===== config.mk =====
export PLATFORM = sky130hd
export DESIGN_NAME = pipeline_stall_ctrl
export DESIGN_NICKNAME = d
export VERILOG_FILES = /design/src/rtl/pipe_ctrl_pkg.sv /design/src/rtl/md_lat_counter.sv /design/src/rtl/pipeline_stall_ctrl.sv
export SDC_FILE = /design/constraint.sdc
export NUM_CORES = 1
export LEC_CHECK = 0
export CAP_MARGIN = 20
export CORE_MARGIN = 2
export CORE_UTILIZATION = 42
export CTS_BUF_LIST = sky130_fd_sc_hd__clkbuf_2 sky130_fd_sc_hd__clkbuf_4 sky130_fd_sc_hd__clkbuf_8
export CTS_CLUSTER_DIAMETER = 120
export DETAILED_ROUTE_END_ITERATION = 10
export PLACE_DENSITY = 0.76
export SETUP_SLACK_MARGIN = 0.3
export SLEW_MARGIN = 25
export SYNTH_ARGS = -nofsm -noshare
export SYNTH_HDL_FRONTEND = slang
export SYNTH_SLANG_ARGS = --single-unit
export TNS_END_PERCENT = 50

===== constraint.sdc =====
create_clock -name clk_i -period 2 [get_ports clk_i]
set_input_delay 0.6 -clock clk_i [delete_from_list [all_inputs] [get_ports clk_i]]
set_output_delay 0.6 -clock clk_i [all_outputs]
set_load 0.005 [all_outputs]

===== src/rtl/pipe_ctrl_pkg.sv =====
// ============================================================================
// pipe_ctrl_pkg : shared state encoding and MD counter sizing helper
// Rev 1.0
// ============================================================================
`default_nettype none

package pipe_ctrl_pkg;

   typedef enum logic [1:0] {
      ST_RUN      = 2'd0,
      ST_MD_BUSY  = 2'd1,
      ST_MEM_WAIT = 2'd2
   } stall_state_e;

   // Wide enough to hold DIV_LAT-1 with one spare bit.
   function automatic int md_cnt_width(input int div_lat);
      return $clog2(div_lat) + 1;
   endfunction

endpackage

`default_nettype wire


===== src/rtl/md_lat_counter.sv =====
// ============================================================================
// md_lat_counter : load/decrement/hold occupancy counter with last-cycle flag
// Rev 1.0
// ============================================================================
`default_nettype none

module md_lat_counter
   import pipe_ctrl_pkg::*;
#(
   parameter int CNT_W = md_cnt_width(32)
) (
   input  logic             clk_i,
   input  logic             rst_i,
   input  logic             load_i,
   input  logic [CNT_W-1:0] load_val_i,
   input  logic             dec_i,
   output logic             last_o
);

   logic [CNT_W-1:0] cnt_q;
   logic [CNT_W-1:0] cnt_d;

   always_comb begin
      cnt_d = cnt_q;
      if (load_i) begin
         cnt_d = load_val_i;
      end else if (dec_i && (cnt_q != '0)) begin
         cnt_d = cnt_q - 1'b1;
      end
   end

   always_ff @(posedge clk_i or negedge rst_i) begin
      if (!rst_i) begin
         cnt_q <= '0;
      end else begin
         cnt_q <= cnt_d;
      end
   end

   assign last_o = (cnt_q == CNT_W'(1));

endmodule

`default_nettype wire


===== src/rtl/pipeline_stall_ctrl.sv =====
// ============================================================================
// pipeline_stall_ctrl : merges mem-wait, MUL/DIV occupancy, load-use and branch
// flush into per-stage write/flush enables. Optional: STALL_PERF_CNT_EN.
// Rev 1.0
// ============================================================================
`default_nettype none

module pipeline_stall_ctrl
   import pipe_ctrl_pkg::*;
#(
   parameter int MUL_LAT = 4,
   parameter int DIV_LAT = 32,
   parameter int CNT_W   = 32
) (
   input  logic             clk_i,
   input  logic             rst_i,
   input  logic             load_hazard_i,
   input  logic             branch_taken_i,
   input  logic             md_start_i,
   input  logic             md_is_div_i,
   input  logic             mem_req_i,
   input  logic             mem_ready_i,
   output logic             pc_write_o,
   output logic             ifid_write_o,
   output logic             idex_write_o,
   output logic             exmem_write_o,
   output logic             ifid_flush_o,
   output logic             idex_flush_o,
   output logic             exmem_flush_o,
   output logic             memwb_flush_o,
   output logic             md_done_o,
`ifdef STALL_PERF_CNT_EN
   output logic [CNT_W-1:0] stall_cycles_o,
   output logic [CNT_W-1:0] flush_cnt_o,
`endif
   output logic [1:0]       state_o
);

   localparam int             MD_W       = md_cnt_width(DIV_LAT);
   localparam logic [MD_W-1:0] c_mul_load = MD_W'(MUL_LAT - 1);
   localparam logic [MD_W-1:0] c_div_load = MD_W'(DIV_LAT - 1);

   if ((CNT_W < 1) || (MUL_LAT < 2) || (DIV_LAT < MUL_LAT)) begin : g_bad_param
      $error("pipeline_stall_ctrl: illegal parameter combination");
   end

   stall_state_e state_q, state_d;
   stall_state_e ret_q, ret_d;
   stall_state_e w_eff_state;
   logic         w_mem_stall;
   logic         w_md_load;
   logic         w_md_dec;
   logic         w_md_last;

   assign w_mem_stall = mem_req_i & ~mem_ready_i;

   md_lat_counter #(
      .CNT_W (MD_W)
   ) u_md_cnt (
      .clk_i      (clk_i),
      .rst_i      (rst_i),
      .load_i     (w_md_load),
      .load_val_i (md_is_div_i ? c_div_load : c_mul_load),
      .dec_i      (w_md_dec),
      .last_o     (w_md_last)
   );

   always_comb begin
      pc_write_o    = 1'b1;
      ifid_write_o  = 1'b1;
      idex_write_o  = 1'b1;
      exmem_write_o = 1'b1;
      ifid_flush_o  = 1'b0;
      idex_flush_o  = 1'b0;
      exmem_flush_o = 1'b0;
      memwb_flush_o = 1'b0;
      md_done_o     = 1'b0;
      state_d       = ST_RUN;
      ret_d         = ret_q;
      w_md_load     = 1'b0;
      w_md_dec      = 1'b0;
      // Leaving MEM_WAIT, the cycle behaves as the state that was interrupted.
      w_eff_state   = (state_q == ST_MEM_WAIT) ? ret_q : state_q;

      if (w_mem_stall) begin
         pc_write_o    = 1'b0;
         ifid_write_o  = 1'b0;
         idex_write_o  = 1'b0;
         exmem_write_o = 1'b0;
         memwb_flush_o = 1'b1;
         state_d       = ST_MEM_WAIT;
         if (state_q != ST_MEM_WAIT) begin
            ret_d = (state_q == ST_MD_BUSY) ? ST_MD_BUSY : ST_RUN;
         end
      end else begin
         case (w_eff_state)
            ST_RUN: begin
               if (md_start_i) begin
                  pc_write_o    = 1'b0;
                  ifid_write_o  = 1'b0;
                  idex_write_o  = 1'b0;
                  exmem_flush_o = 1'b1;
                  w_md_load     = 1'b1;
                  state_d       = ST_MD_BUSY;
               end else if (load_hazard_i) begin
                  pc_write_o   = 1'b0;
                  ifid_write_o = 1'b0;
                  idex_flush_o = 1'b1;
               end else if (branch_taken_i) begin
                  ifid_flush_o = 1'b1;
               end
            end
            ST_MD_BUSY: begin
               w_md_dec = 1'b1;
               if (w_md_last) begin
                  md_done_o = 1'b1;
               end else begin
                  pc_write_o    = 1'b0;
                  ifid_write_o  = 1'b0;
                  idex_write_o  = 1'b0;
                  exmem_flush_o = 1'b1;
                  state_d       = ST_MD_BUSY;
               end
            end
            default: begin
               state_d = ST_RUN;
            end
         endcase
      end

      if (!rst_i) begin
         pc_write_o    = 1'b0;
         ifid_write_o  = 1'b0;
         idex_write_o  = 1'b0;
         exmem_write_o = 1'b0;
         ifid_flush_o  = 1'b1;
         idex_flush_o  = 1'b1;
         exmem_flush_o = 1'b1;
         memwb_flush_o = 1'b1;
         md_done_o     = 1'b0;
      end
   end

   always_ff @(posedge clk_i or negedge rst_i) begin
      if (!rst_i) begin
         state_q <= ST_RUN;
         ret_q   <= ST_RUN;
      end else begin
         state_q <= state_d;
         ret_q   <= ret_d;
      end
   end

   assign state_o = rst_i ? state_q : ST_RUN;

`ifdef STALL_PERF_CNT_EN
   logic [CNT_W-1:0] stall_cnt_q;
   logic [CNT_W-1:0] flush_cnt_q;

   always_ff @(posedge clk_i or negedge rst_i) begin
      if (!rst_i) begin
         stall_cnt_q <= '0;
         flush_cnt_q <= '0;
      end else begin
         if (!pc_write_o && (stall_cnt_q != '1)) begin
            stall_cnt_q <= stall_cnt_q + 1'b1;
         end
         if (ifid_flush_o && (flush_cnt_q != '1)) begin
            flush_cnt_q <= flush_cnt_q + 1'b1;
         end
      end
   end

   assign stall_cycles_o = stall_cnt_q;
   assign flush_cnt_o    = flush_cnt_q;
`endif

endmodule

`default_nettype wire


==> results.toml, run 1 <==
[logic_synthesis]
synth_common_cells = "dfrtp_1, inv_1, nand2_1"
ys_types = 29
synth_seq_area_share = 0.364
netlist.area_leader.share = 0.364
synth_area_per_cell_um2 = 8.58
synthTopCellsByArea = "dfrtp_1, ha_1, inv_1"
synth_fp_nets = 83
async_flop_share = 1.00
synth_ff_type = "dfrtp_1"
yosys_register_bits = 9
synth_top_cell_by_area = "dfrtp_1"
yosysWarnings = 0
synth-edff-count = 0
syn_inst = 72
syn_area_um2 = 618

[timing]
fin_crit_ns = 2.46
finalMaxSlewViolations = 0
hold_viol_final = 0
grt_setup_unrepaired = "yes"
max_freq_mhz = 407
fin_skew_ns = 0.0167
finalCritPeriodShare = 1.23
relSlewSlack = 0.787
worst_slew_pin_slew_ns = 0.317
setup_viol = 5
setup_slack_ns = -0.459

[floorplanning]
fp.dieH_um = 42.4
coreArea_um2 = 1330
initial_core_util = 0.463
top_level_ports = 19
fp-row-count = 13
die_x_um = 42.4
die_area_um2 = 1790

[cts]
clock-sinks = 9
numCtsBuffers = 3
h-tree-depth = 1
cts_buffer_depth = 2
path_clk_slew_ns = 0.09
clockRootBuffer = "clkbuf_4"
tritoncts = "built"
postCtsHoldBufs = 0
clock_latency_ns = 0.28

[pwr]
p_sw_mw = 0.371
power.internal_mw = 0.559
p_seq_frac = 0.314
peakVddDrop_mv = 0.974
p_sw_frac = 0.399
power_mw = 0.930
power.leakage_nw = 0.550
power_density_nw_per_um2 = 811
pwr-share-comb = 0.520
clkPwrFrac = 0.166

[place]
routabilityCongestion = 0.839
dp_hpwl_um = 1520
place_inst = 125
port_buffers = 18

[global_route]
grtUsageMet2 = 0.529
grt.overflow.total = 0
grt_pass1_vias = 863
grt_pass1_wl_um = 4170
grt_start_max_net_pins = 9
antenna_found_initial = 0
top_usage_layer = "met2"
grtUsageMet3 = 0.108
track_usage = 0.318
grt_use_met1 = 0.347

[routing]
viasPerCell = 6.07
ant_nets = 0
drtIter0Drc = 25
drc = 0
drt-total-wl_um = 2550
wire_per_inst_um = 19.0
routed-via-count = 813
drtPass1Iterations = 5

[layout]
fillers = 76
antenna_cells = 0
area_growth_pct = 85.4
finish.utilization = 0.859
drive_gt1_frac = 0.613
layout.cells.non_filler = 134
nets = 131

[setup_path]
crit_path_start_kind = "flip-flop"
regToRegStartpoint = "ret_q[0]"
timing.rr.end = "u_md_cnt.cnt_q[5]"
crit_path_start = "u_md_cnt.cnt_q[5]"
endpoint_kind = "output port"
critPathCapture = "exmem_flush_o"
regToRegSetupSlack_ns = 0.12
r2r_cells = 6
arrival_ns = 1.86
cp_max_fo = 3
required_ns = 1.40
critPathKind = "reg -> out"

[job]
cap_violations = 0

[status]
status = "finished with violations"
violations = "negative setup slack"

[worst_hold_path]
hp-class = "in -> async"
stage by stage:
stage	setup TNS [ns]	hold slack, ns	setup WS, ns	area, um^2
2_1_floorplan	0	0.304	0.0710	644
3_3_place_gp	-8.03	0.561	-0.721	986
3_5_place_dp	-8.50	0.600	-0.756	986
4_1_cts	-1.79	0.301	-0.429	1110
5_1_grt	-2.45	0.308	-0.516	1150
6_report	-2.00	0.304	-0.459	1150
flip-flops by register name, summed over array words and instances, names as in the netlist:
| register | flops |
|---|---|
| u_md_cnt.cnt_q | 6 |
| state_q | 2 |
| ret_q | 1 |
worst min path at each step:
stage / to / depth (start not counted)
floorplan: ret_q[0] / 0
global placement: u_md_cnt.cnt_q[5] / 2
detailed placement: u_md_cnt.cnt_q[1] / 3
CTS: state_q[0] / 3
global route: state_q[0] / 3
finish: state_q[0] / 3
placed cells by master, fill, tap and decap left out, drive strengths merged, types with 2 or more instances in the layout:
cell	count
clkdlybuf4s50	2
nand2	8
nand2b	3
or3	5
ha	3
buf	41
a21oi	4
dfrtp	9
nor2	2
nor4	2
a31oi	3
nand3	4
o21ai	2
a211oi	2
clkbuf	4
inv	9
routing by layer:
metal / up-vias / share of wire
met3: 22 / 0.072
met5: - / 0
met4: 0 / 0.073
met2: 57 / 0.49
met1: 382 / 0.36
li1: 352 / -
critical path, stage by stage (launching register included):
cell	delay, ns
dfrtp_1	0.42
nor4_4	0.38
a21oi_1	0.11
o22a_1	0.23
buf_6	0.13
a31o_4	0.22
buf_6	0.11
timing repair:
item                       CTS  global route
buffers inserted             5             0
gates resized for setup     85            14
setup endpoints to repair   17            17
pin swaps                   18             7
gates cloned                 0             0
cells by family after synthesis:
kind of cell    count (synthesis)  synth area share
simple gates                   29             0.265
compound gates                 17             0.182
buf+inv                        12            0.0972
flops                           9             0.364
fa+ha+maj                       3            0.0607
xor+xnor                        1            0.0142
mux                             1            0.0162
power by group through the flow:
stage	clock, mW	sequential (mW)	combinational [mW]
3_5_place_dp	0	0.280	0.393
5_1_grt	0.162	0.300	0.520
4_1_cts	0.153	0.288	0.436
2_1_floorplan	0	0.283	0.176
3_3_place_gp	0	0.275	0.375
6_report	0.154	0.292	0.483
final cells by class:
| cell class | count | area (um^2) | area share |
|---|---|---|---|
| Inverter | 9 | 33.8 | 0.0295 |
| Tap cell | 15 | 18.8 | 0.0164 |
| Multi-Input combinational cell | 51 | 447 | 0.390 |
| Clock buffer | 3 | 22.5 | 0.0197 |
| Sequential cell | 9 | 228 | 0.199 |
| Clock inverter | 1 | 5.00 | 0.00437 |
| Timing Repair Buffer | 46 | 392 | 0.342 |
Power figures use the tool's default switching activity.
==> run 2, diff against run 1 <==
Settings changed: CTS_CLUSTER_SIZE set to 16.
==> results of run 2 <==
Same layout as run 1: the final DEF is identical, and so are final timing and power.
